`src/rtl/neuron_pkg.sv`:
```
// Shared state encoding and default widths for the neuron accumulator.
// NEURON_ACCUM_RELU_EN selects unsigned ReLU output instead of signed saturation.
package neuron_pkg;

  typedef enum logic [1:0] {
    ST_IDLE  = 2'd0,
    ST_ACCUM = 2'd1,
    ST_ACT   = 2'd2,
    ST_DONE  = 2'd3
  } state_t;

  localparam int N_CHUNKS = 49;
  localparam int SUM_W    = 20;
  localparam int ACC_W    = 26;
  localparam int BIAS_W   = 28;
  localparam int OUT_W    = 16;
  localparam int SHIFT    = 8;

endpackage

```
`src/rtl/neuron_act.sv`:
```
// Shift, activation and saturation of the biased neuron sum (purely combinational).
// NEURON_ACCUM_RELU_EN: negative -> 0, positive saturates unsigned; otherwise signed saturation.
module neuron_act #(
  parameter int ACC_W  = 26,
  parameter int BIAS_W = 28,
  parameter int SHIFT  = 8,
  parameter int OUT_W  = 16
) (
  input  logic signed [ACC_W+BIAS_W-1:0] sum,
  output logic        [OUT_W-1:0]        result
);

  localparam int SW = ACC_W + BIAS_W;

  logic signed [SW-1:0] shifted;

  assign shifted = sum >>> SHIFT;

`ifdef NEURON_ACCUM_RELU_EN
  localparam logic signed [SW-1:0] U_MAX = {{(SW-OUT_W){1'b0}}, {OUT_W{1'b1}}};

  always_comb begin
    result = '0;
    if (shifted < 0)
      result = '0;
    else if (shifted > U_MAX)
      result = '1;
    else
      result = shifted[OUT_W-1:0];
  end
`else
  localparam logic signed [SW-1:0] S_MAX = {{(SW-OUT_W+1){1'b0}}, {(OUT_W-1){1'b1}}};
  localparam logic signed [SW-1:0] S_MIN = {{(SW-OUT_W+1){1'b1}}, {(OUT_W-1){1'b0}}};

  always_comb begin
    result = '0;
    if (shifted > S_MAX)
      result = {1'b0, {(OUT_W-1){1'b1}}};
    else if (shifted < S_MIN)
      result = {1'b1, {(OUT_W-1){1'b0}}};
    else
      result = shifted[OUT_W-1:0];
  end
`endif

endmodule

```
`src/rtl/neuron_accum.sv`:
```
// Neuron evaluation sequencer: accumulates N_CHUNKS MAC sums, adds bias, activates, hands off.
// Output mode follows NEURON_ACCUM_RELU_EN (see neuron_act).
module neuron_accum
  import neuron_pkg::*;
#(
  parameter int N_CHUNKS = neuron_pkg::N_CHUNKS,
  parameter int SUM_W    = neuron_pkg::SUM_W,
  parameter int ACC_W    = neuron_pkg::ACC_W,
  parameter int BIAS_W   = neuron_pkg::BIAS_W,
  parameter int SHIFT    = neuron_pkg::SHIFT,
  parameter int OUT_W    = neuron_pkg::OUT_W
) (
  input  logic                     clk,
  input  logic                     rst_n,
  input  logic                     start,
  input  logic signed [BIAS_W-1:0] bias,
  input  logic                     mac_valid,
  input  logic        [SUM_W-1:0]  mac_sum,
  output logic                     busy,
  output logic                     out_valid,
  input  logic                     out_ready,
  output logic        [OUT_W-1:0]  result
);

  localparam int CNT_W = $clog2(N_CHUNKS + 1);
  localparam int SW    = ACC_W + BIAS_W;

  state_t                   state;
  logic [ACC_W-1:0]         acc;
  logic [CNT_W-1:0]         cnt;
  logic signed [BIAS_W-1:0] bias_q;
  logic signed [SW-1:0]     sum_full;
  logic [OUT_W-1:0]         act_out;

  // acc is a non-negative magnitude that can exceed the signed ACC_W range, so zero-extend it
  assign sum_full = $signed({{BIAS_W{1'b0}}, acc})
                  + $signed({{ACC_W{bias_q[BIAS_W-1]}}, bias_q});

  neuron_act #(
    .ACC_W (ACC_W),
    .BIAS_W(BIAS_W),
    .SHIFT (SHIFT),
    .OUT_W (OUT_W)
  ) u_act (
    .sum   (sum_full),
    .result(act_out)
  );

  always_ff @(posedge clk or negedge rst_n) begin
    if (!rst_n) begin
      state     <= ST_IDLE;
      acc       <= '0;
      cnt       <= '0;
      bias_q    <= '0;
      busy      <= 1'b0;
      out_valid <= 1'b0;
      result    <= '0;
    end else begin
      case (state)
        ST_IDLE: begin
          if (start) begin
            acc    <= '0;
            cnt    <= '0;
            bias_q <= bias;
            busy   <= 1'b1;
            state  <= ST_ACCUM;
          end
        end
        ST_ACCUM: begin
          if (mac_valid) begin
            acc <= acc + {{(ACC_W-SUM_W){1'b0}}, mac_sum};
            cnt <= cnt + 1'b1;
            if (cnt == CNT_W'(N_CHUNKS - 1))
              state <= ST_ACT;
          end
        end
        ST_ACT: begin
          result    <= act_out;
          out_valid <= 1'b1;
          state     <= ST_DONE;
        end
        ST_DONE: begin
          if (out_ready) begin
            out_valid <= 1'b0;
            busy      <= 1'b0;
            state     <= ST_IDLE;
          end
        end
        default: state <= ST_IDLE;
      endcase
    end
  end

endmodule
```
`config.mk`:
```
export PLATFORM = sky130hd
export DESIGN_NAME = neuron_accum
export DESIGN_NICKNAME = d
export VERILOG_FILES = /design/src/rtl/neuron_pkg.sv /design/src/rtl/neuron_act.sv /design/src/rtl/neuron_accum.sv
export SDC_FILE = /design/constraint.sdc
export NUM_CORES = 1
export LEC_CHECK = 0
export ABC_AREA = 1
export CORE_MARGIN = 2
export CORE_UTILIZATION = 50
export DETAILED_ROUTE_END_ITERATION = 8
export DONT_BUFFER_PORTS = 1
export PLACE_DENSITY_LB_ADDON = 0.15
export REMOVE_ABC_BUFFERS = 1
export SYNTH_ARGS = -nofsm -noshare
export SYNTH_HDL_FRONTEND = slang
export SYNTH_HIERARCHICAL = 1
export SYNTH_SLANG_ARGS = --single-unit
export TNS_END_PERCENT = 5
```
`constraint.sdc`:
```
create_clock -name clk -period 10.8 [get_ports clk]
set_input_delay 2.16 -clock clk [delete_from_list [all_inputs] [get_ports clk]]
set_output_delay 2.16 -clock clk [all_outputs]
set_load 0.005 [all_outputs]
```
Yosys cells after proc, flatten, opt, wreduce, memory -nomap -nowiden. Cells that the tools add are included. W data, S select, Z words.

Equal/unequal tests: 8. Order comparisons: 2. Mux-type cells: 17. Reductions and logical operators: 9. Add/subtract/negate cells: 3.

Operators with widths (count): $mux W26 (2); $pmux W26 S2 (1); $mux W16 (2); $add A27 B28 Y29 (1); $add A26 B20 Y26 (1); $gt A21 B16 Y1 const B (1); $lt A21 B16 Y1 const B (1); $mux W6 (2); $pmux W6 S2 (1); $mux W2 (4); $ne A2 B2 Y1 const B (4); $pmux W2 S4 (1); $add A6 B1 Y6 const B (1); $eq A6 B6 Y1 const B (1); $reduce_and A3 Y1 (2); $reduce_bool A2 Y1 (3); $eq A2 B2 Y1 const B (2); $pmux W1 S2 (2); $reduce_and A2 Y1 (2); $reduce_and A4 Y1 (1); $eq A2 B1 Y1 const B (1); $logic_not A2 Y1 (1); $mux W1 (2).

Word-level logic and storage cells: 46. Register bits after elaboration: 80. Input bits: 53. Output and inout port bits: 18.

Depth between registers and ports, before layout.
Depth after elaboration: 4. Depth in mapped cells: 23. Mapped depth without buffers: 22.

Cells and area by module. The synthesis kept the hierarchy.

By module, submodules not included: neuron_accum (area each 6341.1 sq um, cells each 931, seq. area each 2001.9 sq um, instances 1); neuron_act (area each 394.1 sq um, cells each 95, seq. area each 0.0 sq um, instances 1).

Worst setup path before layout. OpenSTA, ideal clock, no wires.

Kind: reg2reg. From: register acc[0]. To: register result[5]. Path slack: 6482 ps. Arrival: 4252 ps. Clock period less this slack: 4318 ps. Cell stages (with the launch flop): 22. Setup time: 66 ps. Buffers on the path: 1. Required time: 10734 ps. Cell sequence: dfrtp_1 > ha_1 > fa_1 > nand3_1 > nand2_1 > nand2_1 > nand2_1 > a21o_1 > nand3_1 > nand2_1 > nor2_1 > nand2_1 > nor2_1 > nand2_1 > nor2_1 > nand2_1 > nand2_2 > buf_8 > nand2_1 > nand2_1 > nand2_1 > nand2_1.

Longest elaborated chain between the ends: 4. Elaborated cells between the ends (all ways): 5. Those cells by class: add/sub: 1; order compare: 2; mux: 2.

Ends and longest elaborated chain: start: declaration (line neuron_accum.sv:29) `logic [ACC_W-1:0] acc;`; start signal: assignment (line neuron_accum.sv:71) `acc <= acc + {{(ACC_W-SUM_W){1'b0}}, mac_sum};`; $add A27 B28 Y29 * (line neuron_accum.sv:37) `+ $signed({{ACC_W{bias_q[BIAS_W-1]}}, bias_q});`; named net sum_full[28] (line neuron_accum.sv:32) `logic signed [SW-1:0] sum_full;`; $lt A21 B16 Y1 (line neuron_act.sv:39) `else if (shifted < S_MIN)`; $mux W16 (line neuron_act.sv:39); $mux W16 * (line neuron_act.sv:37) `if (shifted > S_MAX)`; named net act_out[5] (line neuron_accum.sv:33) `logic [OUT_W-1:0] act_out;`; end signal: assignment (line neuron_accum.sv:78) `result <= act_out;`; end: declaration (line neuron_accum.sv:22) `output logic [OUT_W-1:0] result`.

Mark *: on every way through the listed nets, which the timed path passes. The rest lies on a longest branch. A chain may end at the register's enable or synchronous reset.

Worst setup path in the final report.
From: register acc[0]. To: register result[11].

Same word-level chain as after synthesis.

==> out/results.ini <==
[outcome]
status=finished, final reports clean

[power_and_ir_drop]
vdd_drop_max_uv=135.9
leakage_nw=3.713
p_int_w=0.0009897
pwr-share-clk_pct=16.1
combinationalPowerShare_pct=56.2
p_per_area_mw_per_mm2=274.9
power_w=0.001959
switching_share_pct=49.47
seqPwrFrac_pct=27.8
switching_power_w=0.0009689

[logic_synthesis]
syn-instance-count=1020
yosys_warnings=6
syn_area_per_cell_um2=6.552
synthesis.area_mm2=0.006683

[layout]
final_core_util_pct=54.23
final_net_count=1124
diodes=0
final_cell_mix=422 x nand2_1, 110 x nor2_1, 86 x inv_1, 80 x dfrtp_1, 59 x a21oi_1
area.growth.synth_to_final_pct=6.609
final_layout_size_suffix_gt1_share_pct=6.654
mostFrequentLayoutCell=nand2_1

[clock_tree]
numCtsBuffers=9
cts.hold.buffers_added=0
tritoncts=yes
path_clk_slew_ns=0.07
cts_buffer_depth=2
post_cts_buffers=0
clk_latency_ns=0.35
cts-resized-gates=0
cts.sinks=80
cts_root_buffer=clkbuf_16
htree_levels=3

[floorplan]
rows=42
start_util_pct=50.87
die-area_mm2=0.01431
fp.coreArea_mm2=0.01314
ios=71
die_height_um=119.6
die_x_um=119.6

[grt]
grt_pass1_wl_mm=27.99
grt_max_degree=81
grt_pass1_vias=5823
gr-usage-all-layers_pct=24.66
antenna_found_initial=0
gr-total-overflow=0

[hold_path]
min_path_type=reg -> reg
holdPathStages=2
whs_endpoint=bias_q[18]$_DFFE_PN0P_
hp-start=bias_q[18]$_DFFE_PN0P_

[sta]
slew_viol_final=0
fin_ws_ns=7.235
fin_crit_sh_pct=33.01
fmax_mhz=280.5
finalSetupTns_ns=0
rsz0062_at_grt=no
fin_skew_ns=0.007944
maxSlewHeadroom_pct=37.83
fin_crit_ns=3.565
setup_viol=0
hold_violations=0
tightest_slew_ns=0.9303

[detailed_routing]
drt-pass1-iter-count=5
routed_wl_mm=16.90
vias=6146
drt-vias-per-instance=5.130
ant_nets=0
initialDrtViolationCount=274
detail_route.wl_per_cell_um=14.11
post-route-drc-count=0

[worst_setup_path]
reg2reg_slack_ns=7.24
start_kind=flip-flop
worstSetupPathType=reg -> reg
critPathRequiredTime_ns=11.09
r2r-start=acc[0]$_DFFE_PN0P_
rr_worst_depth=20
cp-end-kind=flip-flop
reg2reg_to=result[11]$_DFFE_PN0P_
path_max_fanout=55
crit_arrival_ns=3.85

[placement]
place_ws_ns=6.954
hpwlAfterDp_mm=13.33
portBuffers=0
place.gp.congestion=0.9501

[run]
drv_cap=0

## area by class of cell
type                    count  area, µm²
multi-input cells         835       4258
flip-flops and latches     80       2002
inverters                  91      346.6
clock buffers              10      229.0
well taps                 176      220.2
clock inverters             6      68.82
fillers                  1382       6013
## stage by stage
stage / hold slack (ns) / cell area, µm² / std cells
2_1_floorplan: 0.4528 / 6599 / 1006
3_3_place_gp: 0.4678 / 6827 / 1182
3_5_place_dp: 0.4727 / 6827 / 1182
4_1_cts: 0.4915 / 7124 / 1198
5_1_grt: 0.5096 / 7124 / 1198
6_report: 0.4834 / 7124 / 1198
## sequential cells by signal, indices dropped and copies added, names as in the netlist
| name | cells |
|---|---|
| result | 16 |
| cnt | 6 |
| acc | 26 |
| busy | 1 |
| out_valid | 1 |
| bias_q | 28 |
| state | 2 |
## power groups by stage
stage                     clock (W)  sequential, W  combinational (W)
after floorplan                   0       0.000504           0.000882
after global placement            0       0.000544            0.00109
after detailed placement          0       0.000547            0.00110
after CTS                  0.000323       0.000543            0.00110
after global routing       0.000335       0.000560            0.00127
final                      0.000315       0.000544            0.00110
## layer usage
metal | routed length [µm] | vias up | GRT usage [%]
met5 | 0 | - | 0
met4 | 322 | 0 | 7.426
met3 | 750 | 21 | 4.515
met2 | 7892 | 101 | 40.96
met1 | 7933 | 2766 | 32.74
li1 | - | 3258 | -
## critical path, stage by stage (launching register included)
cell and delay, ns:
dfrtp_1 0.42, ha_1 0.26, fa_1 0.41, nand3_1 0.10
nand2_1 0.07, nand2_1 0.06, nand2_1 0.10, a21o_1 0.23
nand3_1 0.08, nand2_1 0.08, nor2_4 0.71, nand2_1 0.11
nor2_1 0.13, nand2_1 0.06, nor2_1 0.09, nand2_1 0.06
nand2_2 0.21, nand2_1 0.08, nand2_1 0.06, nand2_1 0.05
nand2_1 0.11
## worst max-delay path by stage
stage	start	slack, ns	to
after global routing	acc[0]$_DFFE_PN0P_	6.75	result[8]$_DFFE_PN0P_
after detailed placement	start	6.95	busy$_DFFE_PN0P_
after floorplan	acc[0]$_DFFE_PN0P_	6.58	result[0]$_DFFE_PN0P_
final	acc[0]$_DFFE_PN0P_	7.24	result[11]$_DFFE_PN0P_
after CTS	acc[0]$_DFFE_PN0P_	7.19	result[11]$_DFFE_PN0P_
after global placement	start	6.97	busy$_DFFE_PN0P_
Note: power is estimated with default switching activity, not from simulation.
